==> src/rtl/spi_reg_ctrl.sv <==
// Sequences decoded SPI frames {CMD, ADDR, DATA} into local-bus write/read cycles
// and builds the response frame {STATUS, ADDR, DATA} for the next SPI transaction.
module spi_reg_ctrl #(
  parameter  int ADDR_WIDTH  = 12,
  parameter  int DATA_WIDTH  = 32,
  parameter  int ADDR_LIMIT  = 'h100,
  parameter  int TIMEOUT     = 255,
  localparam int FRAME_WIDTH = 2 + ADDR_WIDTH + DATA_WIDTH
) (
  input  logic                   iClk,
  input  logic                   iRstn,
  input  logic [FRAME_WIDTH-1:0] ivRX_FRAME,
  input  logic                   iRX_VALID,
  input  logic                   iTX_HOLD,
  output logic [FRAME_WIDTH-1:0] ovTX_FRAME,
  output logic                   oBUS_REQ,
  output logic                   oBUS_WR,
  output logic [ADDR_WIDTH-1:0]  ovBUS_ADDR,
  output logic [DATA_WIDTH-1:0]  ovBUS_WDATA,
  input  logic                   iBUS_ACK,
  input  logic [DATA_WIDTH-1:0]  ivBUS_RDATA,
  output logic                   oDONE
);

  typedef enum logic [1:0] {S_IDLE, S_DECODE, S_BUS, S_RESP} state_e;
  typedef enum logic [1:0] {CMD_NOP, CMD_WRITE, CMD_READ, CMD_STATUS} cmd_e;
  typedef enum logic [1:0] {ST_OK, ST_TIMEOUT, ST_BAD_ADDR, ST_OVERRUN} status_e;

  localparam int                    CNT_W    = $clog2(TIMEOUT + 1);
  localparam logic [CNT_W-1:0]      CNT_LAST = CNT_W'(TIMEOUT - 1);
  localparam logic [ADDR_WIDTH:0]   ADDR_LIM = (ADDR_WIDTH + 1)'(ADDR_LIMIT);

  state_e                 state_q,        state_d;
  cmd_e                   cmd_q,          cmd_d;
  status_e                status_q,       status_d;
  logic [ADDR_WIDTH-1:0]  addr_q,         addr_d;
  logic [DATA_WIDTH-1:0]  data_q,         data_d;
  logic [CNT_W-1:0]       wait_cnt_q,     wait_cnt_d;
  logic [15:0]            timeout_cnt_q,  timeout_cnt_d;
  logic [15:0]            overrun_cnt_q,  overrun_cnt_d;
  logic                   overrun_flag_q, overrun_flag_d;
  logic [FRAME_WIDTH-1:0] tx_frame_q,     tx_frame_d;
  logic                   done_q,         done_d;

  logic    addr_bad;
  status_e resp_status;

  assign addr_bad    = {1'b0, addr_q} >= ADDR_LIM;
  // A pending overrun is reported only in place of an otherwise clean OK.
  assign resp_status = (overrun_flag_q && status_q == ST_OK) ? ST_OVERRUN : status_q;

  // NOTE: sequential state uses non-blocking assignments so every flop samples
  // the pre-edge value of its neighbours regardless of statement order.
  always_ff @(posedge iClk or negedge iRstn) begin
    if (!iRstn) begin
      state_q        <= S_IDLE;
      cmd_q          <= CMD_NOP;
      status_q       <= ST_OK;
      addr_q         <= '0;
      data_q         <= '0;
      wait_cnt_q     <= '0;
      timeout_cnt_q  <= '0;
      overrun_cnt_q  <= '0;
      overrun_flag_q <= 1'b0;
      tx_frame_q     <= '0;
      done_q         <= 1'b0;
    end else begin
      state_q        <= state_d;
      cmd_q          <= cmd_d;
      status_q       <= status_d;
      addr_q         <= addr_d;
      data_q         <= data_d;
      wait_cnt_q     <= wait_cnt_d;
      timeout_cnt_q  <= timeout_cnt_d;
      overrun_cnt_q  <= overrun_cnt_d;
      overrun_flag_q <= overrun_flag_d;
      tx_frame_q     <= tx_frame_d;
      done_q         <= done_d;
    end
  end

  // NOTE: every signal gets a default first, so no path through the case
  // statement leaves a value unassigned and no latch is inferred.
  always_comb begin
    state_d        = state_q;
    cmd_d          = cmd_q;
    status_d       = status_q;
    addr_d         = addr_q;
    data_d         = data_q;
    wait_cnt_d     = wait_cnt_q;
    timeout_cnt_d  = timeout_cnt_q;
    overrun_cnt_d  = overrun_cnt_q;
    overrun_flag_d = overrun_flag_q;
    tx_frame_d     = tx_frame_q;
    done_d         = 1'b0;

    unique case (state_q)
      S_IDLE: begin
        if (iRX_VALID) begin
          cmd_d   = cmd_e'(ivRX_FRAME[FRAME_WIDTH-1 -: 2]);
          addr_d  = ivRX_FRAME[FRAME_WIDTH-3 -: ADDR_WIDTH];
          data_d  = ivRX_FRAME[DATA_WIDTH-1:0];
          state_d = S_DECODE;
        end
      end
      S_DECODE: begin
        status_d   = ST_OK;
        wait_cnt_d = '0;
        unique case (cmd_q)
          CMD_NOP: begin
            data_d  = '0;
            state_d = S_RESP;
          end
          CMD_STATUS: begin
            data_d  = DATA_WIDTH'({timeout_cnt_q, overrun_cnt_q});
            state_d = S_RESP;
          end
          default: begin
            if (addr_bad) begin
              status_d = ST_BAD_ADDR;
              data_d   = '0;
              state_d  = S_RESP;
            end else begin
              state_d  = S_BUS;
            end
          end
        endcase
      end
      S_BUS: begin
        // Ack is checked first so an ack on the last allowed cycle still wins.
        if (iBUS_ACK) begin
          if (cmd_q == CMD_READ) data_d = ivBUS_RDATA;
          status_d = ST_OK;
          state_d  = S_RESP;
        end else if (wait_cnt_q == CNT_LAST) begin
          status_d      = ST_TIMEOUT;
          data_d        = '0;
          timeout_cnt_d = (timeout_cnt_q == '1) ? timeout_cnt_q : timeout_cnt_q + 16'd1;
          state_d       = S_RESP;
        end else begin
          wait_cnt_d = wait_cnt_q + CNT_W'(1);
        end
      end
      S_RESP: begin
        if (!iTX_HOLD) begin
          tx_frame_d = {resp_status, addr_q, data_q};
          done_d     = 1'b1;
          state_d    = S_IDLE;
          if (resp_status == ST_OVERRUN) overrun_flag_d = 1'b0;
        end
      end
      default: state_d = S_IDLE;
    endcase

    // Evaluated after the case so a fresh overrun outranks the clear above.
    if (iRX_VALID && state_q != S_IDLE) begin
      overrun_cnt_d  = (overrun_cnt_q == '1) ? overrun_cnt_q : overrun_cnt_q + 16'd1;
      overrun_flag_d = 1'b1;
    end
  end

  always_comb begin
    oBUS_REQ    = (state_q == S_BUS);
    oBUS_WR     = oBUS_REQ && (cmd_q == CMD_WRITE);
    ovBUS_ADDR  = oBUS_REQ ? addr_q : '0;
    ovBUS_WDATA = oBUS_WR ? data_q : '0;
    ovTX_FRAME  = tx_frame_q;
    oDONE       = done_q;
  end

endmodule

==> config.mk <==
export PLATFORM = sky130hd
export DESIGN_NAME = spi_reg_ctrl
export DESIGN_NICKNAME = d
export VERILOG_FILES = /design/src/rtl/spi_reg_ctrl.sv
export SDC_FILE = /design/constraint.sdc
export NUM_CORES = 1
export LEC_CHECK = 0
export CAP_MARGIN = 20
export CELL_PAD_IN_SITES_DETAIL_PLACEMENT = 0
export CELL_PAD_IN_SITES_GLOBAL_PLACEMENT = 2
export CORE_UTILIZATION = 33
export DETAILED_ROUTE_END_ITERATION = 10
export PLACE_DENSITY_LB_ADDON = 0.1
export REMOVE_ABC_BUFFERS = 1
export SLEW_MARGIN = 10
export SYNTH_ARGS = -nofsm -noshare
export SYNTH_HDL_FRONTEND = slang
export SYNTH_SLANG_ARGS = --single-unit
==> constraint.sdc <==
create_clock -name iClk -period 5.78 [get_ports iClk]
set_input_delay 0.867 -clock iClk [delete_from_list [all_inputs] [get_ports iClk]]
set_output_delay 0.867 -clock iClk [all_outputs]
set_load 0.01 [all_outputs]
==> summary.md, run 1 <==
| Metric | Value |
|---|---|
| Status | finished clean |
| Clk pwr share | 0.213 |
| Slew margin rel. | 0.381 |
| Worst-Margin Slew | 0.925 ns |
| Combinational share of power | 0.464 |
| Drt pass-1 iters | 4 |
| Die ar. | 20900 um2 |
| Tcrit/Tclk final | 0.604 |
| Worst-Skew Late Latency | 0.42 ns |
| Leak | 4.06 nW |
| Vias per inst | approximately 5.0 |
| Max Cap Viol | 0 |
| Area of the multi-input gates | just over 3000 um2 |
| Yosys reg bits | about 140 |
| Wire per inst | about 17 um |
| Post-DP HPWL | 12.2 mm |
| Unrepaired setup endpoints after global routing | no |
| First-pass GRT wire length | approximately 29 mm |
| Via count | ~5200 |
| Synth top area share | 0.516 |
| Congestion Overflow GR | 0 |
| DRC | 0 |
| Peak supply drop | ~0.26 mV |
| Die X | ~140 um |
| Syn-to-layout area delta | 38.9% |
| CTS resizes | 0 |
| Critical path type | reg -> out |
| Starting Density | 0.341 |
| EDFF count, synth | 0 |
| Reg power frac | 0.323 |
| Die Ht | 144 um |
| IO Port Bufs | 175 |
| Largest net degree at the start of global routing | 91 |
| H-tree depth | 4 |
| Crit path largest cell delay | 0.59 ns |
| Synth warnings | 0 |
| # Post-CTS Setup Buffers | 0 |
| Core box area | just under 20000 um2 |
| CP max-delay cell | ha_1 |
| Initial drt markers | 230 |
| Placed insts | 1016 |
| Antenna viol nets, final | 0 |
| Reg clk slew, reported paths | 0.06 ns |
| Routed WL | 18.3 mm |
| Worst hold path class | reg -> reg |
| Switching power | between 1.5 and 2 mW |
| Final GP Congestion | roughly 0.76 |
| Max FO, Critical Path | 18 |
| Initial antenna violation count | 0 |
| CTS Hold Bufs | 0 |
| Num CTS Buffers | 17 |
| Register area share after synthesis | 0.516 |
| WP data required | 4.91 ns |
| Setup tns final | 0 ns |
| Max Root-Sink Buffers | 2 |
| PwrDens | 535 nW/um2 |
| Cells after synthesis | 603 |
| Distinct cells, synth | 42 |
| Sequential Area | 3450 um2 |
| Worst setup EP type | output port |
| Finished Layout Cells | 1049 |
| Final setup violation count | 0 |
| Synth area leader | dfrtp_1 |
| Row count | 51 |
| Io pins | 176 |
| Vias in the first global route | 5501 |
| Sw Ratio | 0.365 |
| Async set-reset flop share out of synthesis | 1.00 |
| Fin crit period | approximately 3.5 ns |
| Worst path cell trace | inv_1, ha_1, buf_4, and3_1, clkdlybuf4s50_1 |
| Hold Violations, Final | 0 |
| Worst setup SP type | flip-flop |
| Fin util | 0.473 |
| Fraction of layout instances using a drive strength above 1 | 0.182 |
| Setup Skew | 0.0109 ns |
| P_int | 3.16 mW |
| Max Freq | approximately 0.29 GHz |
| Ys flop type | dfrtp_1 |
| Global-route usage over all layers | 0.187 |
| Crit path DAT | 2.63 ns |
| Final Power | 4.97 mW |
| ANT cells | 0 |
| Fillcell total | between 1500 and 2000 |
| Sink Count | between 100 and 150 |
| Syn Std Cell Area | 6690 um2 |
| Synth top area cells | dfrtp_1 (52%), mux2_2 (15%), nor2_1 (4.8%) |
| Nets | 866 |
| Root Buffer | clkbuf_16 |
| Mapped Avg Cell Area | 11.1 um2 |
| CTS tree | yes |
| Slew Viols, Final | 0 |
[routing by layer]
layer	wire, um	global-route usage	up-vias
li1	-	-	2481
met1	8570	0.249	2581
met2	8470	0.300	146
met3	1050	0.0404	20
met4	246	0.0615	0
met5	0	0	-
[power groups by stage]
| stage | clock, mW | sequential [mW] | combinational (mW) |
|---|---|---|---|
| CTS | 1.08 | 1.61 | 2.34 |
| floorplan | 0 | 1.63 | 1.33 |
| global placement | 0 | 1.60 | 2.27 |
| global route | 1.13 | 1.66 | 2.56 |
| detailed placement | 0 | 1.63 | 2.33 |
| finish | 1.06 | 1.61 | 2.31 |
[cells by family (layout without fill, tap and decap cells)]
group	count (synthesis)	count (layout)	share of synthesized area
AND/OR/NAND/NOR	208	208	0.155
multiplexers	92	92	0.155
AO/OA/AOI/OAI	69	69	0.0796
buffers and inverters	52	233	0.0299
adder cells (fa/ha/maj)	12	12	0.0224
flip-flops	138	138	0.516
XOR/XNOR	32	32	0.0419
[area by class of cell]
cell class	count	share of cell area
Clock buffer	17	0.0458
Clock inverter	15	0.0151
Inverter	18	0.00727
Multi-Input combinational cell	413	0.328
Sequential cell	138	0.371
Tap cell	265	0.0357
Timing Repair Buffer	183	0.197
[sequential cells by signal, summed over array words and instances, names as in the netlist]
register,cells
addr_q,12
cmd_q,2
data_q,32
oDONE,1
ovTX_FRAME,46
overrun_cnt_q,16
overrun_flag_q,1
state_q,2
status_q,2
timeout_cnt_q,16
wait_cnt_q,8
[path summary, 6_finish.rpt]
check                                      startpoint                            end  slack, ns  depth (start not counted)
max in group asynchronous                       iRstn  timeout_cnt_q[14]$_DFFE_PN0P_       4.08                          2
min in group asynchronous                       iRstn     ovTX_FRAME[22]$_DFFE_PN0P_       0.52                          1
max reg2reg                    state_q[0]$_DFFE_PN0P_          data_q[9]$_DFFE_PN0P_       2.60                          8
min                        ovTX_FRAME[44]$_DFFE_PN0P_     ovTX_FRAME[44]$_DFFE_PN0P_       0.50                          2
max                              cmd_q[1]$_DFFE_PN0P_                 ovBUS_WDATA[4]       2.29                          5
min reg2reg                ovTX_FRAME[44]$_DFFE_PN0P_     ovTX_FRAME[44]$_DFFE_PN0P_       0.50                          2
[cell usage after synthesis (all sizes together), types with 2 or more instances]
cell type,n
mux2,92
xnor2,18
clkbuf,28
o21ai,12
ha,12
nand2,25
dfrtp,138
or3,2
and2,16
a221oi,33
nor2,85
o2111ai,2
nand3,12
a31oi,2
nor2b,2
nor4,4
and3,36
nand2b,5
o211ai,3
o41ai,2
buf,6
xor2,14
nor3,8
inv,17
o21a,2
a21oi,8
nand4,10
[cells in the final DEF (no fill, tap or decap), types with 14 or more instances in the layout]
cell type and instances:
clkdlybuf4s50_1 174, dfrtp_1 138, mux2_2 91, nor2_1 85, and3_1 36, a221oi_1 33
nand2_1 24, xnor2_1 18, inv_1 17, clkbuf_16 17, and2_1 16, xor2_1 14
[worst max-delay path: cells and delay by family, from the launching register on]
family	cells	cell delay [ns]
simple gates	1	0.20
flops	1	0.41
fa+ha+maj	1	0.59
buf+inv	3	1.01
[per-stage QoR]
stage / instance area, um2 / hold WS, ns / setup WS, ns
after floorplan: 6560 / 0.456 / 2.69
after global routing: 9300 / 0.519 / 2.06
final: 9300 / 0.500 / 2.29
after detailed placement: 8700 / 0.477 / 2.29
after CTS: 9270 / 0.504 / 2.09
after global placement: 8700 / 0.475 / 2.45
Note: power is estimated with default switching activity, not from simulation.
==> inputs of run 2 (changes only) <==
CORE_UTILIZATION = 28   (was 33)
clock period = 3.2 ns   (was 5.78 ns; I/O delays follow)
==> run 2 against run 1 <==
Combinational power up 83%. Sequential share of layout area down 0.75 points. Final cell count up 5.7%. Clock skew down 0.00064 ns. Die area up 18%. Critical path type unchanged. Critical endpoint is now ovBUS_WDATA[28]. Highest routed layer unchanged.
==> summary.md, run 2 (same netlist as run 1, synthesis figures left out) <==
| Metric | Value |
|---|---|
| Die ar. | 24500 um2 |
| Setup Skew | 0.0103 ns |
| Vias in the first global route | about 5600 |
| Worst-Margin Slew | 0.844 ns |
| Crit path largest cell delay | 0.54 ns |
| Largest net degree at the start of global routing | 85 |
| Worst hold path class | in -> async |
| Hold Violations, Final | 0 |
| CTS tree | yes |
| PwrDens | 976 nW/um2 |
| Worst setup SP type | flip-flop |
| H-tree depth | 4 |
| Peak supply drop | 0.504 mV |
| Worst Slack Setup Final | between 0.2 and 0.3 ns |
| Max Root-Sink Buffers | 2 |
| Global-route usage over all layers | 0.166 |
| Post-DP HPWL | around 13 mm |
| Max Freq | approximately 0.34 GHz |
| Slew Viols, Final | 0 |
| Io pins | 176 |
| Post-route cell area | approximately 9500 um2 |
| Syn-to-layout area delta | 41.8% |
| Worst setup EP type | output port |
| Starting Density | 0.285 |
| Tcrit/Tclk final | 0.907 |
| Unrepaired setup endpoints after global routing | no |
| Most common cell after layout, fill and taps aside | clkdlybuf4s50_1 |
| Max FO, Critical Path | 23 |
| Finished Layout Cells | about 1100 |
| Root Buffer | clkbuf_16 |
| Crit path DAT | 2.42 ns |
| Nets | 872 |
| Vias per inst | approximately 4.7 |
| Fraction of layout instances using a drive strength above 1 | 0.187 |
| Slew margin rel. | 0.438 |
| Core box area | 23500 um2 |
| Critical path type | reg -> out |
| Final setup violation count | 0 |
| Post-DP Area | 8860 um2 |
| Hold slack | 0.108 ns |
| First-pass GRT wire length | 30.8 mm |
| Most frequent cells in the layout | clkdlybuf4s50_1 (174), dfrtp_1 (138), mux2_2 (91), nor2_1 (85), and3_1 (36) |
| Congestion Overflow GR | 0 |
| Sink Count | 138 |
| CP max-delay cell | clkdlybuf4s50_1 |
| Die Ht | between 150 and 200 um |
| Worst path cell trace | inv_1, ha_2, buf_4, and3_1, clkdlybuf4s50_1 |
| Routed WL | 19.1 mm |
| Worst-Skew Late Latency | 0.42 ns |
| IO Port Bufs | 175 |
| Leak | 4.12 nW |
| Placed insts | around 1100 |
| Num CTS Buffers | 17 |
| Row count | 56 |
| Die X | 157 um |
| Reg-to-reg slack, setup | 0.77 ns |
| DRC | 0 |
| Drt pass-1 iters | 4 |
| Reg clk slew, reported paths | around 0.060 ns |
| Max FFs per register | 46 |
| Via count | about 5200 |
| Status | finished clean |
| Final Power | roughly 9.3 mW |
| CTS Hold Bufs | 0 |
| Setup tns final | 0 ns |
| # Post-CTS Setup Buffers | 0 |
| Dpl ws | 0.621 ns |
| WP data required | between 2 and 3 ns |
| ANT cells | 0 |
| Worst Reg2Reg Path Length in Cells | 8 |
| Fin util | 0.404 |
| Wire per inst | 17.2 um |
| CTS resizes | 0 |
| Fin crit period | 2.90 ns |
| Final GP Congestion | 0.762 |
| Max Cap Viol | 0 |
| Antenna viol nets, final | 0 |
| Initial antenna violation count | 1 |
| Initial drt markers | 235 |
## run 2: changes by cell type in the layout (fill, tap and decap cells not counted)
cell,delta
buf_4,+4
buf_12,+3
bufinv_16,+3
clkbuf_1,+2
clkinv_2,-2
inv_6,-2
buf_16,-1
ha_1,-1
ha_2,+1
inv_8,-1
## run 2: layer usage
metal	share of wire	track usage	vias up	wire, um
met5	0	0	-	0
li1	-	-	2494	-
met4	0.017	0.0565	0	331
met1	0.49	0.224	2561	9260
met3	0.064	0.0510	19	1230
met2	0.43	0.251	158	8260
## run 2: path summary, 6_finish.rpt
| path | from | to |
|---|---|---|
| hold reg to reg | overrun_cnt_q[13]$_DFFE_PN0P_ | overrun_cnt_q[13]$_DFFE_PN0P_ |
| setup reg to reg | state_q[0]$_DFFE_PN0P_ | data_q[22]$_DFFE_PN0P_ |
| min in group iClk | overrun_cnt_q[13]$_DFFE_PN0P_ | overrun_cnt_q[13]$_DFFE_PN0P_ |
| setup / recovery | state_q[0]$_DFFE_PN0P_ | ovBUS_WDATA[28] |
| max in group asynchronous | iRstn | data_q[7]$_DFFE_PN0P_ |
| hold / removal | iRstn | data_q[22]$_DFFE_PN0P_ |
## run 2: where the power goes
part	leakage (nW)	switching (mW)	total (mW)	internal (mW)
logic	2.10	2.01	4.23	2.22
clock network	0.295	0.795	2.11	1.31
registers	1.73	0.474	2.92	2.45
total	4.12	3.28	9.26	5.98
## run 2: layout make-up
type	instances	area, um2
Clock buffer	19	433
Clock inverter	13	191
Fill cell	2304	14000
Inverter	18	67.6
Multi-Input combinational cell	413	3050
Sequential cell	138	3450
Tap cell	319	399
Timing Repair Buffer	189	1900
## run 2: critical path: cells and delay by family, from the launching register on
kind,cells,cell delay (ns)
fa+ha+maj,1,0.40
buf+inv,3,0.98
flops,1,0.40
simple gates,1,0.21
